## src/rtl/seg_scan_driver_pkg.sv

```systemverilog
// Shared types and constants for the seven-segment scan driver:
// FSM state encoding, shift word width and the hex-to-segment table.
package seg_scan_driver_pkg;

  localparam int WORD_W = 16;

  typedef enum logic [2:0] {
    ST_IDLE     = 3'd0,
    ST_LOAD     = 3'd1,
    ST_SHIFT_LO = 3'd2,
    ST_SHIFT_HI = 3'd3,
    ST_LATCH    = 3'd4,
    ST_DONE     = 3'd5
  } state_e;

  // Active-high segment pattern, bit order gfedcba.
  function automatic logic [6:0] hex_to_seg(input logic [3:0] nibble);
    logic [6:0] seg;
    case (nibble)
      4'h0: seg = 7'h3F;
      4'h1: seg = 7'h06;
      4'h2: seg = 7'h5B;
      4'h3: seg = 7'h4F;
      4'h4: seg = 7'h66;
      4'h5: seg = 7'h6D;
      4'h6: seg = 7'h7D;
      4'h7: seg = 7'h07;
      4'h8: seg = 7'h7F;
      4'h9: seg = 7'h6F;
      4'hA: seg = 7'h77;
      4'hB: seg = 7'h7C;
      4'hC: seg = 7'h39;
      4'hD: seg = 7'h5E;
      4'hE: seg = 7'h79;
      default: seg = 7'h71;
    endcase
    return seg;
  endfunction

endpackage

```

## src/rtl/seg_scan_driver_if.sv

```systemverilog
// CPU-side bus of the scan driver: display contents, control flags and frame status.
interface seg_scan_driver_if #(
  parameter int DIGITS = 8
);
  // en is a level request sampled only at frame boundaries; busy is high from
  // LOAD through the last latch; frame_done pulses for one cycle per completed frame.
  logic                  en;
  logic [4*DIGITS-1:0]   data;
  logic [DIGITS-1:0]     dp_mask;
  logic                  lzb_en;
  logic                  blank;
  logic                  busy;
  logic                  frame_done;

  modport master (
    output en, data, dp_mask, lzb_en, blank,
    input  busy, frame_done
  );

  modport slave (
    input  en, data, dp_mask, lzb_en, blank,
    output busy, frame_done
  );
endinterface

```

## src/rtl/seg_scan_driver_hex_decode.sv

```systemverilog
// Nibble + decimal point + blank to one segment byte {dp, gfedcba}, in pin polarity.
module seg_hex_decode
  import seg_scan_driver_pkg::*;
#(
  parameter bit SEG_ACTIVE_LOW = 1'b1
) (
  input  logic [3:0] nibble_i,
  input  logic       dp_i,
  input  logic       blank_i,
  output logic [7:0] seg_o
);

  logic [7:0] seg_hi;

  always_comb begin
    seg_hi = blank_i ? 8'h00 : {dp_i, hex_to_seg(nibble_i)};
    seg_o  = SEG_ACTIVE_LOW ? ~seg_hi : seg_hi;
  end

endmodule

```

## src/rtl/seg_scan_driver.sv

```systemverilog
// Scans DIGITS hex digits out to a daisy-chained pair of 74HC595s, one
// {seg, sel} word per digit, from a snapshot taken at the start of each frame.
module seg_scan_driver
  import seg_scan_driver_pkg::*;
#(
  parameter int DIGITS         = 8,
  parameter int SCLK_DIV       = 4,
  parameter bit SEG_ACTIVE_LOW = 1'b1
) (
  input  logic             clk,
  input  logic             reset,
  seg_scan_driver_if.slave bus,
  output logic             sh_cp,
  output logic             st_cp,
  output logic             ds,
  output state_e           dbg_state_o
);

  localparam int DIV_W = (SCLK_DIV > 1) ? $clog2(SCLK_DIV) : 1;
  localparam int DIG_W = (DIGITS > 1) ? $clog2(DIGITS) : 1;

  state_e              state_q, state_d;
  logic [DIV_W-1:0]    div_cnt_q, div_cnt_d;
  logic [3:0]          bit_cnt_q, bit_cnt_d;
  logic [DIG_W-1:0]    digit_cnt_q, digit_cnt_d;
  logic [4*DIGITS-1:0] data_q, data_d;
  logic [DIGITS-1:0]   dp_q, dp_d;
  logic                lzb_q, lzb_d;
  logic                blank_q, blank_d;

  logic                sh_cp_q, st_cp_q, ds_q, busy_q, done_q;

  logic                div_last;
  logic [DIGITS-1:0]   dig_blank;
  logic                upper_zero;
  logic [7:0]          seg_byte;
  logic [7:0]          sel_hi;
  logic [7:0]          sel_byte;
  logic [WORD_W-1:0]   word_d;
  logic                ds_d;

  assign div_last = (div_cnt_q == DIV_W'(SCLK_DIV - 1));

  always_comb begin
    state_d     = state_q;
    div_cnt_d   = div_cnt_q;
    bit_cnt_d   = bit_cnt_q;
    digit_cnt_d = digit_cnt_q;
    data_d      = data_q;
    dp_d        = dp_q;
    lzb_d       = lzb_q;
    blank_d     = blank_q;
    case (state_q)
      ST_IDLE: begin
        if (bus.en) state_d = ST_LOAD;
      end
      ST_LOAD: begin
        data_d      = bus.data;
        dp_d        = bus.dp_mask;
        lzb_d       = bus.lzb_en;
        blank_d     = bus.blank;
        div_cnt_d   = '0;
        bit_cnt_d   = '0;
        digit_cnt_d = '0;
        state_d     = ST_SHIFT_LO;
      end
      ST_SHIFT_LO: begin
        if (div_last) begin
          div_cnt_d = '0;
          state_d   = ST_SHIFT_HI;
        end else begin
          div_cnt_d = div_cnt_q + 1'b1;
        end
      end
      ST_SHIFT_HI: begin
        if (div_last) begin
          div_cnt_d = '0;
          if (bit_cnt_q == 4'd15) begin
            bit_cnt_d = '0;
            state_d   = ST_LATCH;
          end else begin
            bit_cnt_d = bit_cnt_q + 1'b1;
            state_d   = ST_SHIFT_LO;
          end
        end else begin
          div_cnt_d = div_cnt_q + 1'b1;
        end
      end
      ST_LATCH: begin
        if (div_last) begin
          div_cnt_d = '0;
          if (digit_cnt_q == DIG_W'(DIGITS - 1)) begin
            state_d = ST_DONE;
          end else begin
            digit_cnt_d = digit_cnt_q + 1'b1;
            state_d     = ST_SHIFT_LO;
          end
        end else begin
          div_cnt_d = div_cnt_q + 1'b1;
        end
      end
      ST_DONE: begin
        state_d = bus.en ? ST_LOAD : ST_IDLE;
      end
      default: state_d = ST_IDLE;
    endcase
  end

  // Leading-zero blanking walks down from the top digit; digit 0 always shows.
  always_comb begin
    upper_zero = 1'b1;
    dig_blank  = '0;
    for (int i = DIGITS - 1; i >= 0; i--) begin
      upper_zero   = upper_zero & (data_d[4*i +: 4] == 4'h0);
      dig_blank[i] = blank_d | (lzb_d & upper_zero & (i != 0));
    end
  end

  seg_hex_decode #(
    .SEG_ACTIVE_LOW (SEG_ACTIVE_LOW)
  ) u_decode (
    .nibble_i (data_d[{digit_cnt_d, 2'b00} +: 4]),
    .dp_i     (dp_d[digit_cnt_d]),
    .blank_i  (dig_blank[digit_cnt_d]),
    .seg_o    (seg_byte)
  );

  // Pins are registered from next-state values so they line up with state_q and never glitch.
  always_comb begin
    sel_hi   = 8'b1 << digit_cnt_d;
    sel_byte = SEG_ACTIVE_LOW ? ~sel_hi : sel_hi;
    word_d   = {seg_byte, sel_byte};
    ds_d     = ((state_d == ST_SHIFT_LO) || (state_d == ST_SHIFT_HI)) ?
               word_d[4'd15 - bit_cnt_d] : 1'b0;
  end

  always_ff @(posedge clk or posedge reset) begin
    if (reset) begin
      state_q     <= ST_IDLE;
      div_cnt_q   <= '0;
      bit_cnt_q   <= '0;
      digit_cnt_q <= '0;
      data_q      <= '0;
      dp_q        <= '0;
      lzb_q       <= 1'b0;
      blank_q     <= 1'b0;
      sh_cp_q     <= 1'b0;
      st_cp_q     <= 1'b0;
      ds_q        <= 1'b0;
      busy_q      <= 1'b0;
      done_q      <= 1'b0;
    end else begin
      state_q     <= state_d;
      div_cnt_q   <= div_cnt_d;
      bit_cnt_q   <= bit_cnt_d;
      digit_cnt_q <= digit_cnt_d;
      data_q      <= data_d;
      dp_q        <= dp_d;
      lzb_q       <= lzb_d;
      blank_q     <= blank_d;
      sh_cp_q     <= (state_d == ST_SHIFT_HI);
      st_cp_q     <= (state_d == ST_LATCH);
      ds_q        <= ds_d;
      busy_q      <= (state_d inside {ST_LOAD, ST_SHIFT_LO, ST_SHIFT_HI, ST_LATCH});
      done_q      <= (state_d == ST_DONE);
    end
  end

  assign sh_cp          = sh_cp_q;
  assign st_cp          = st_cp_q;
  assign ds             = ds_q;
  assign bus.busy       = busy_q;
  assign bus.frame_done = done_q;
  assign dbg_state_o    = state_q;

endmodule

```

## src/flat_wrapper.sv

```systemverilog
// flat-port wrapper written by rule: the top's interface ports become plain ports
module seg_scan_driver_flat import seg_scan_driver_pkg::*;
#(
  parameter int DIGITS         = 8,
  parameter int SCLK_DIV       = 4,
  parameter bit SEG_ACTIVE_LOW = 1'b1
)
  (clk, reset, sh_cp, st_cp, ds, dbg_state_o, bus_en, bus_data, bus_dp_mask, bus_lzb_en, bus_blank, bus_busy, bus_frame_done);
  seg_scan_driver_if #(.DIGITS(DIGITS)) bus_i ();
  input  logic clk;
  input  logic reset;
  output logic sh_cp;
  output logic st_cp;
  output logic ds;
  output state_e dbg_state_o;
  input wire logic [$bits(bus_i.en)-1:0] bus_en;
  input wire logic [$bits(bus_i.data)-1:0] bus_data;
  input wire logic [$bits(bus_i.dp_mask)-1:0] bus_dp_mask;
  input wire logic [$bits(bus_i.lzb_en)-1:0] bus_lzb_en;
  input wire logic [$bits(bus_i.blank)-1:0] bus_blank;
  output wire logic [$bits(bus_i.busy)-1:0] bus_busy;
  output wire logic [$bits(bus_i.frame_done)-1:0] bus_frame_done;
  assign bus_i.en = bus_en;
  assign bus_i.data = bus_data;
  assign bus_i.dp_mask = bus_dp_mask;
  assign bus_i.lzb_en = bus_lzb_en;
  assign bus_i.blank = bus_blank;
  assign bus_busy = bus_i.busy;
  assign bus_frame_done = bus_i.frame_done;
  seg_scan_driver #(.DIGITS(DIGITS), .SCLK_DIV(SCLK_DIV), .SEG_ACTIVE_LOW(SEG_ACTIVE_LOW)) u_core (.clk(clk), .reset(reset), .bus(bus_i), .sh_cp(sh_cp), .st_cp(st_cp), .ds(ds), .dbg_state_o(dbg_state_o));
endmodule
```

## config.mk

```make
export PLATFORM = sky130hd
export DESIGN_NAME = seg_scan_driver_flat
export DESIGN_NICKNAME = d
export VERILOG_FILES = /design/src/rtl/seg_scan_driver_pkg.sv /design/src/rtl/seg_scan_driver_if.sv /design/src/rtl/seg_scan_driver_hex_decode.sv /design/src/rtl/seg_scan_driver.sv /design/src/flat_wrapper.sv
export SDC_FILE = /design/constraint.sdc
export NUM_CORES = 1
export LEC_CHECK = 0
export CELL_PAD_IN_SITES_DETAIL_PLACEMENT = 2
export CELL_PAD_IN_SITES_GLOBAL_PLACEMENT = 2
export CORE_ASPECT_RATIO = 0.8
export CORE_MARGIN = 2
export CORE_UTILIZATION = 40
export CTS_CLUSTER_DIAMETER = 200
export CTS_CLUSTER_SIZE = 10
export DETAILED_ROUTE_END_ITERATION = 12
export DONT_BUFFER_PORTS = 1
export PLACE_DENSITY_LB_ADDON = 0.1
export REMOVE_ABC_BUFFERS = 1
export SLEW_MARGIN = 20
export SYNTH_ARGS = -nofsm -noshare
export SYNTH_HDL_FRONTEND = slang
export SYNTH_SLANG_ARGS = --single-unit
```

## constraint.sdc

```tcl
create_clock -name clk -period 4.65 [get_ports clk]
set_clock_uncertainty 0.05 [all_clocks]
set_input_delay 0.93 -clock clk [delete_from_list [all_inputs] [get_ports clk]]
set_output_delay 0.93 -clock clk [all_outputs]
set_load 0.02 [all_outputs]
```

## Word-level counts from Yosys, hierarchy flattened

Memories as Yosys holds them, arrays and structs flattened.
Index checks and enable logic that the tools add are counted.

| word-level totals | value |
|---|---|
| word-level logic and storage cells | 97 |
| flip-flop bits (word level) | 59 |
| ROM bits | 112 |
| bits of input ports | 45 |
| memories | 1 |

| operators by class | value |
|---|---|
| muxes and demuxes | 28 |
| shift operators | 2 |
| equal/unequal tests | 13 |
| order comparisons | 2 |
| reduce and logical (&&, ||, !) cells | 12 |
| bitwise logic cells | 22 |
| $add $sub $neg | 4 |

Memory list:

| memory | words | bits a word | rd ports | clocked after Yosys merged registers in | wr ports | line | text |
|---|---|---|---|---|---|---|---|
| (name not given) | 16 | 7 | 1 | 0 | 0 | seg_scan_driver_pkg.sv:19 | `case (nibble)` |

Operator list:

| cell | number |
|---|---|
| $mux W32 | 1 |
| $shiftx A32 B6 Y4 | 1 |
| $logic_not A4 Y1 | 7 |
| $mux W3 | 8 |
| $pmux W3 S6 | 1 |
| $mux W8 | 2 |
| $not A8 Y8 | 2 |
| $eq A3 B3 Y1 const B | 5 |
| $and A1 B1 Y1 | 13 |
| $eq A3 B2 Y1 const B | 4 |
| $mux W4 | 2 |
| $pmux W4 S2 | 1 |
| $shl A1 B3 Y8 const A | 1 |
| $mux W1 | 7 |
| $or A1 B1 Y1 | 7 |
| $bmux W1 S3 | 2 |
| $eq A3 B1 Y1 const B | 2 |
| $pmux W3 S2 | 1 |
| $lt A4 B5 Y1 const B | 1 |
| $add A4 B1 Y4 const B | 1 |
| $bmux W1 S4 | 1 |
| $eq A4 B4 Y1 const B | 1 |
| $lt A3 B4 Y1 const B | 1 |
| $pmux W2 S2 | 1 |
| 10 further kinds | 10 |

## Depth between registers and ports, before layout

| depth | value |
|---|---|
| depth after elaboration | 18 |
| gate-level depth with buffers | 16 |
| depth with buffers taken out | 14 |

## By module

Synthesis repeated with hierarchy kept, for this count alone.

| second synthesis, totals | value |
|---|---|
| cell total of the unflattened synthesis | 384 |
| area total of the unflattened synthesis | 3515.9 um^2 |

Modules (own cells, without submodules):

| module | area each (um^2) | cells an instance | times used | seq. area each (um^2) |
|---|---|---|---|---|
| seg_scan_driver | 3250.6 | 350 | 1 | 1476.4 |
| seg_hex_decode | 265.3 | 34 | 1 | 0.0 |

## Least setup slack after synthesis

No wires, ideal clock.

| timing path | value |
|---|---|
| path kind | flip-flop to flip-flop |
| from | reg u_core.digit_cnt_q[0] |
| to | reg u_core.ds_q (netlist: u_core.ds) |
| setup time | 0.096 ns |
| data arrival time | 3.355 ns |
| path buffers | 2 |
| period minus slack after synthesis | 3.500 ns |
| cell stages (with the launch flop) | 16 |
| path slack | 1.150 ns |
| data required time | 4.504 ns |
| cell sequence | dfrtp_1 > ha_1 > and2_1 > clkbuf_1 > o211ai_1 > and2_1 > buf_6 > mux4_2 > a211o_1 > inv_1 > ha_1 > inv_1 > mux2i_1 > or3_1 > and4_1 > nor4_2 |

| between the ends | value |
|---|---|
| longest elaborated chain between the ends | 11 |

RTL lines:

| what | line | text |
|---|---|---|
| start, declared | seg_scan_driver.sv:25 | `logic [DIG_W-1:0] digit_cnt_q, digit_cnt_d;` |
| start signal, assigned | seg_scan_driver.sv:156 | `digit_cnt_q <= digit_cnt_d;` |
| $add A3 B1 Y3 / $eq A3 B3 Y1 (equally long branches) | seg_scan_driver.sv:95, seg_scan_driver.sv:92 |  |
| $mux W3 | seg_scan_driver.sv:92 | `if (digit_cnt_q == DIG_W'(DIGITS - 1)) begin` |
| $mux W3 | seg_scan_driver.sv:90 | `if (div_last) begin` |
| $pmux W3 S2 | seg_scan_driver.sv:53 | `case (state_q)` |
| $shiftx A32 B6 Y4, or another cell as far along | seg_scan_driver.sv:122 | `.nibble_i (data_d[{digit_cnt_d, 2'b00} +: 4]),` |
| $mem_v2 Z16 W7, or another cell as far along | n/a |  |
| $mux W8 | seg_scan_driver_hex_decode.sv:16 | `seg_hi = blank_i ? 8'h00 : {dp_i, hex_to_seg(nibble_i)};` |
| $not A8 Y8 | seg_scan_driver_hex_decode.sv:17 | `seg_o = SEG_ACTIVE_LOW ? ~seg_hi : seg_hi;` |
| $bmux W1 S4 | seg_scan_driver.sv:134 | `word_d[4'd15 - bit_cnt_d] : 1'b0;` |
| $mux W1 (implied by the code) | seg_scan_driver.sv:134 |  |
| $mux W1 (*) | seg_scan_driver.sv:133 | `ds_d = ((state_d == ST_SHIFT_LO) \|\| (state_d == ST_SHIFT_HI)) ?` |
| named net u_core.ds_d | seg_scan_driver.sv:40 | `logic ds_d;` |
| end signal, assigned | seg_scan_driver.sv:163 | `ds_q <= ds_d;` |
| end, declared | seg_scan_driver.sv:31 | `logic sh_cp_q, st_cp_q, ds_q, busy_q, done_q;` |

Mark *: on every way through the listed nets, which the timed path passes. The rest lies on a longest branch. The select of a mux whose other input is x is not followed.
A chain may end at the register's enable or synchronous reset.

## Worst setup path in the final report

| timing path | value |
|---|---|
| from | reg u_core.state_q[0] (netlist: u_core.dbg_state_o[0]) |
| to | reg u_core.ds_q (netlist: u_core.ds) |

| between the ends | value |
|---|---|
| longest elaborated chain between the ends | 18 |

RTL lines:

| what | line | text |
|---|---|---|
| start, declared | seg_scan_driver.sv:22 | `state_e state_q, state_d;` |
| start signal, assigned | seg_scan_driver.sv:153 | `state_q <= state_d;` |
| $eq A3 B1 Y1 | seg_scan_driver.sv:53 |  |
| $mux W32 | seg_scan_driver.sv:53 |  |
| $logic_not A4 Y1 | seg_scan_driver.sv:114 | `upper_zero = upper_zero & (data_d[4*i +: 4] == 4'h0);` |
| $and A1 B1 Y1 (6 in series) | seg_scan_driver.sv:114 |  |
| $and A1 B1 Y1 | seg_scan_driver.sv:115 | `dig_blank[i] = blank_d \| (lzb_d & upper_zero & (i != 0));` |
| $or A1 B1 Y1 | seg_scan_driver.sv:115 |  |
| $bmux W1 S3 | seg_scan_driver.sv:124 | `.blank_i (dig_blank[digit_cnt_d]),` |
| $mux W1 (implied by the code) | seg_scan_driver.sv:124 |  |
| $mux W8 | seg_scan_driver_hex_decode.sv:16 |  |
| $not A8 Y8 | seg_scan_driver_hex_decode.sv:17 |  |
| $bmux W1 S4 | seg_scan_driver.sv:134 |  |
| $mux W1 (implied by the code) | seg_scan_driver.sv:134 |  |
| $mux W1 (*) | seg_scan_driver.sv:133 |  |
| named net u_core.ds_d | seg_scan_driver.sv:40 |  |

Marked as above.

==> flow_summary_export.csv <==
group,metric,value,unit
logic_synthesis,syn_inst,380,
setup_path,cp_slowest_stage_delay,0.67,ns
final_layout,drive_gt1_share,14.4,%
routing,vias,2954,
clocking,tritoncts,"yes",
final_layout,multiInputGateArea,0.00194,mm²
pwr,power.total,1.29,mW
pwr,sequentialPowerShare,42.2,%
sta,rsz0062_at_grt,"no",
clocking,clk_pin_slew,0.05,ns
setup_path,path_class,"reg -> reg",
clocking,clk_path_buf_depth,2,
final_layout,antenna_cells,0,
logic_synthesis,synth_sequential_area_ratio,40.5,%
routing,drt_wl_total,11200,µm
setup_path,critPathSlowestCell,"nor3b_4",
routing,route.met2.wl,5140,µm
pwr,clockPowerShare,52.0,%
global_routing,track_usage,24.3,%
logic_synthesis,synth_top_cells_by_area,"dfrtp_1, nand2_1, mux2_2, mux2i_1, ha_1",
global_routing,grt_antenna_before_repair,0,
outcome,status,"complete, no violations",
setup_path,cp-start-kind,"flop",
sta,slew_headroom,52.3,%
routing,wire_per_inst,22.6,µm
final_layout,instances_no_fill,496,
logic_synthesis,postSynthAreaPerCell,9.59,µm²
routing,wl_met3,454,µm
placement,dpl.hpwl,8400,µm
logic_synthesis,synth_seq_cells,59,
pwr,switching_share,22.3,%
logic_synthesis,postSynth.asyncResetShare,100,%
logic_synthesis,ys_warn_count,0,
sta,period_share,88.1,%
logic_synthesis,synth-main-ff-cell,"dfrtp_1",
setup_path,worstPathMaxFanout,23,
placement,gp_congestion,0.833,
placement,place.port_buffers,0,
final_layout,final_cell_mix,"nand2_1, dfrtp_1, inv_1",
routing,ant_nets,0,
setup_path,cp_top_family,"compound AO/OA/AOI/OAI gates",
die,initial_core_util,40.7,%
clocking,root_buffer,"clkbuf_16",
logic_synthesis,yosys.cell_types.count,73,
logic_synthesis,netlist.area_leader.share,40.5,%
global_routing,grt_pass1_vias,3244,
pwr,comb_power_share,5.8,%
global_routing,grt_start_max_net_pins,34,
setup_path,cp-end-kind,"flop",
routing,drc_errors,0,
sta,hold_slack,0.424,ns
clocking,post_cts_buffers,0,
routing,vias_per_cell,5.96,
clocking,clk_latency,0.33,ns
die,rows,31,
logic_synthesis,synth_edf_count,0,
clocking,cts_hold_buffers,0,
die,coreArea,0.00896,mm²
clocking,clock_sinks,59,
pwr,power.leakage,1.74,nW
clocking,ctsHtreeMaxLevel,3,
sta,hold_viol,0,
die,die_area,0.00990,mm²
final_layout,layout.area.seq,0.00148,mm²
final_layout,fill_cells,948,
clocking,cts_made_buffers,9,
final_layout,final_area,0.00400,mm²
placement,placed_cells,481,
sta,fmax,244,MHz
setup_path,path_buf_inv,3,
die,ios,53,
final_layout,fin_nets,431,
sta,finalSetupViolations,0,
logic_synthesis,synth_area_leader_cell,"dfrtp_1",
logic_synthesis,syn-cell-area,0.00364,mm²
routing,drt_iter0_markers,95,
setup_path,required,4.84,ns
final_layout,syn_to_final_growth,9.72,%
sta,fin_crit,4.10,ns
pwr,power.switching,287,µW
die,chipWidth,111,µm
routing,drtPass1Iterations,4,
routing,drt-met1-wl,5520,µm
pwr,powerDensity,322,mW/mm²
sta,tightest_slew,0.708,ns
placement,post_dp_cell_area,0.00370,mm²
global_routing,gr-total-overflow,0,
min_path,hold_path_class,"reg -> reg",
die,die_h,89.4,µm
sta,setup_tns,0,ns
sta,final_max_slew_viol_count,0,
setup_path,cp.arrival,4.29,ns
pwr,peakVddDrop,0.302,mV
job,maxCapViolCount,0,
routing,top_layer_used,"met4",
clocking,cts.repair.resized,0,
global_routing,grt_pass1_wl,18300,µm
setup_path,crit_chain,"nor3b_4 > buf_4 > mux2i_1 > o31ai_1 > nor4_1 > a211oi_2 > inv_1 > ha_1 > inv_1 > mux2_2 > o32ai_1 > o32ai_1 > nor4_2",
final_layout,final_common_cell,"nand2_1",
pwr,internal_power,1.00,mW
setup_path,regToRegSetupSlack,0.55,ns
==> power groups by stage <==
| stage | combinational (mW) | sequential, mW | clock [mW] |
|---|---|---|---|
| after floorplan | 0.0532 | 0.549 | 0 |
| after global placement | 0.0710 | 0.551 | 0 |
| after detailed placement | 0.0749 | 0.552 | 0 |
| after CTS | 0.0760 | 0.544 | 0.685 |
| after global routing | 0.0842 | 0.546 | 0.704 |
| final | 0.0743 | 0.544 | 0.669 |
==> cell type report <==
cell class / count / share of cell area (%)
clock buffer: 13 / 6.51
clock inverter: 2 / 0.876
inverter: 25 / 2.35
multi-input combinational: 275 / 48.4
sequential: 59 / 36.9
tap: 115 / 3.60
timing repair buffer: 7 / 1.31
==> routing by layer <==
metal / track usage (%) / vias to the layer above
met5: 0 / -
met4: 6.36 / 0
met3: 6.24 / 9
met2: 39.6 / 57
met1: 32.6 / 1497
li1: - / 1391
==> worst reg2reg max path, delay by kind of cell, from the launching register on <==
| kind | cells | cell delay [ns] |
|---|---|---|
| buffers and inverters | 3 | 0.65 |
| and+or+nand+nor | 3 | 0.99 |
| AOI/OAI and AO/OA | 4 | 1.04 |
| DFF | 1 | 0.49 |
| muxes | 2 | 0.46 |
| adders and majority gates | 1 | 0.32 |
==> per-stage QoR <==
stage                     worst slack (ns)  utilization (%)
after floorplan                      0.330                -
after global placement               0.708             41.3
after detailed placement             0.591             41.3
after CTS                            0.568             44.6
after global routing                 0.274             44.6
final                                0.551             44.6
==> Yosys cell counts (all sizes together), types with 2 or more instances <==
cell     instances
a32oi            2
a221oi           4
o31a             2
or4              3
and4             2
clkbuf           7
o21ai            5
a211oi           4
a31oi            5
mux2i           17
and2             3
nand2b           3
buf             14
nand3            3
o221a            2
nand2           75
nor2b            2
mux2            18
inv             24
xnor2            6
a21boi           7
nand4            5
a21oi           10
and3             4
o31ai            7
o32ai            2
o21a             3
o211ai           5
or3              3
ha               9
dfrtp           59
a22o             2
a21o             3
o211a            3
o41ai            2
nor2             9
o2111ai          3
nor3             4
a22oi            4
nor4            17
==> sequential cells by signal, indices dropped and copies added (netlist names), 2 cells and up <==
signal	flops
u_core.data_q	32
u_core.bit_cnt_q	4
u_core.digit_cnt_q	3
u_core.dbg_state_o	3
u_core.div_cnt_q	2
u_core.dp_q	8
==> kinds of logic after synthesis <==
logic type / Yosys count / synth area share (%)
AO/OA/AOI/OAI: 83 / 18.0
XOR/XNOR: 6 / 1.44
adder cells (fa/ha/maj): 9 / 3.09
buffers and inverters: 46 / 6.35
flip-flops: 59 / 40.5
multiplexers: 36 / 10.8
AND/OR/NAND/NOR: 141 / 19.8
==> worst paths after layout <==
check / start / to / depth (start not counted)
max in group asynchronous: reset / u_core.data_q[11]$_DFF_PP0_ / 2
min reg2reg: u_core.dp_q[7]$_DFF_PP0_ / u_core.dp_q[7]$_DFF_PP0_ / 2
max: u_core.dbg_state_o[0]$_DFF_PP0_ / u_core.ds$_DFF_PP0_ / 13
min: u_core.dp_q[7]$_DFF_PP0_ / u_core.dp_q[7]$_DFF_PP0_ / 2
min in group asynchronous: reset / u_core.dbg_state_o[2]$_DFF_PP0_ / 1
max reg2reg: u_core.dbg_state_o[0]$_DFF_PP0_ / u_core.ds$_DFF_PP0_ / 13
Power figures use the tool's default switching activity.
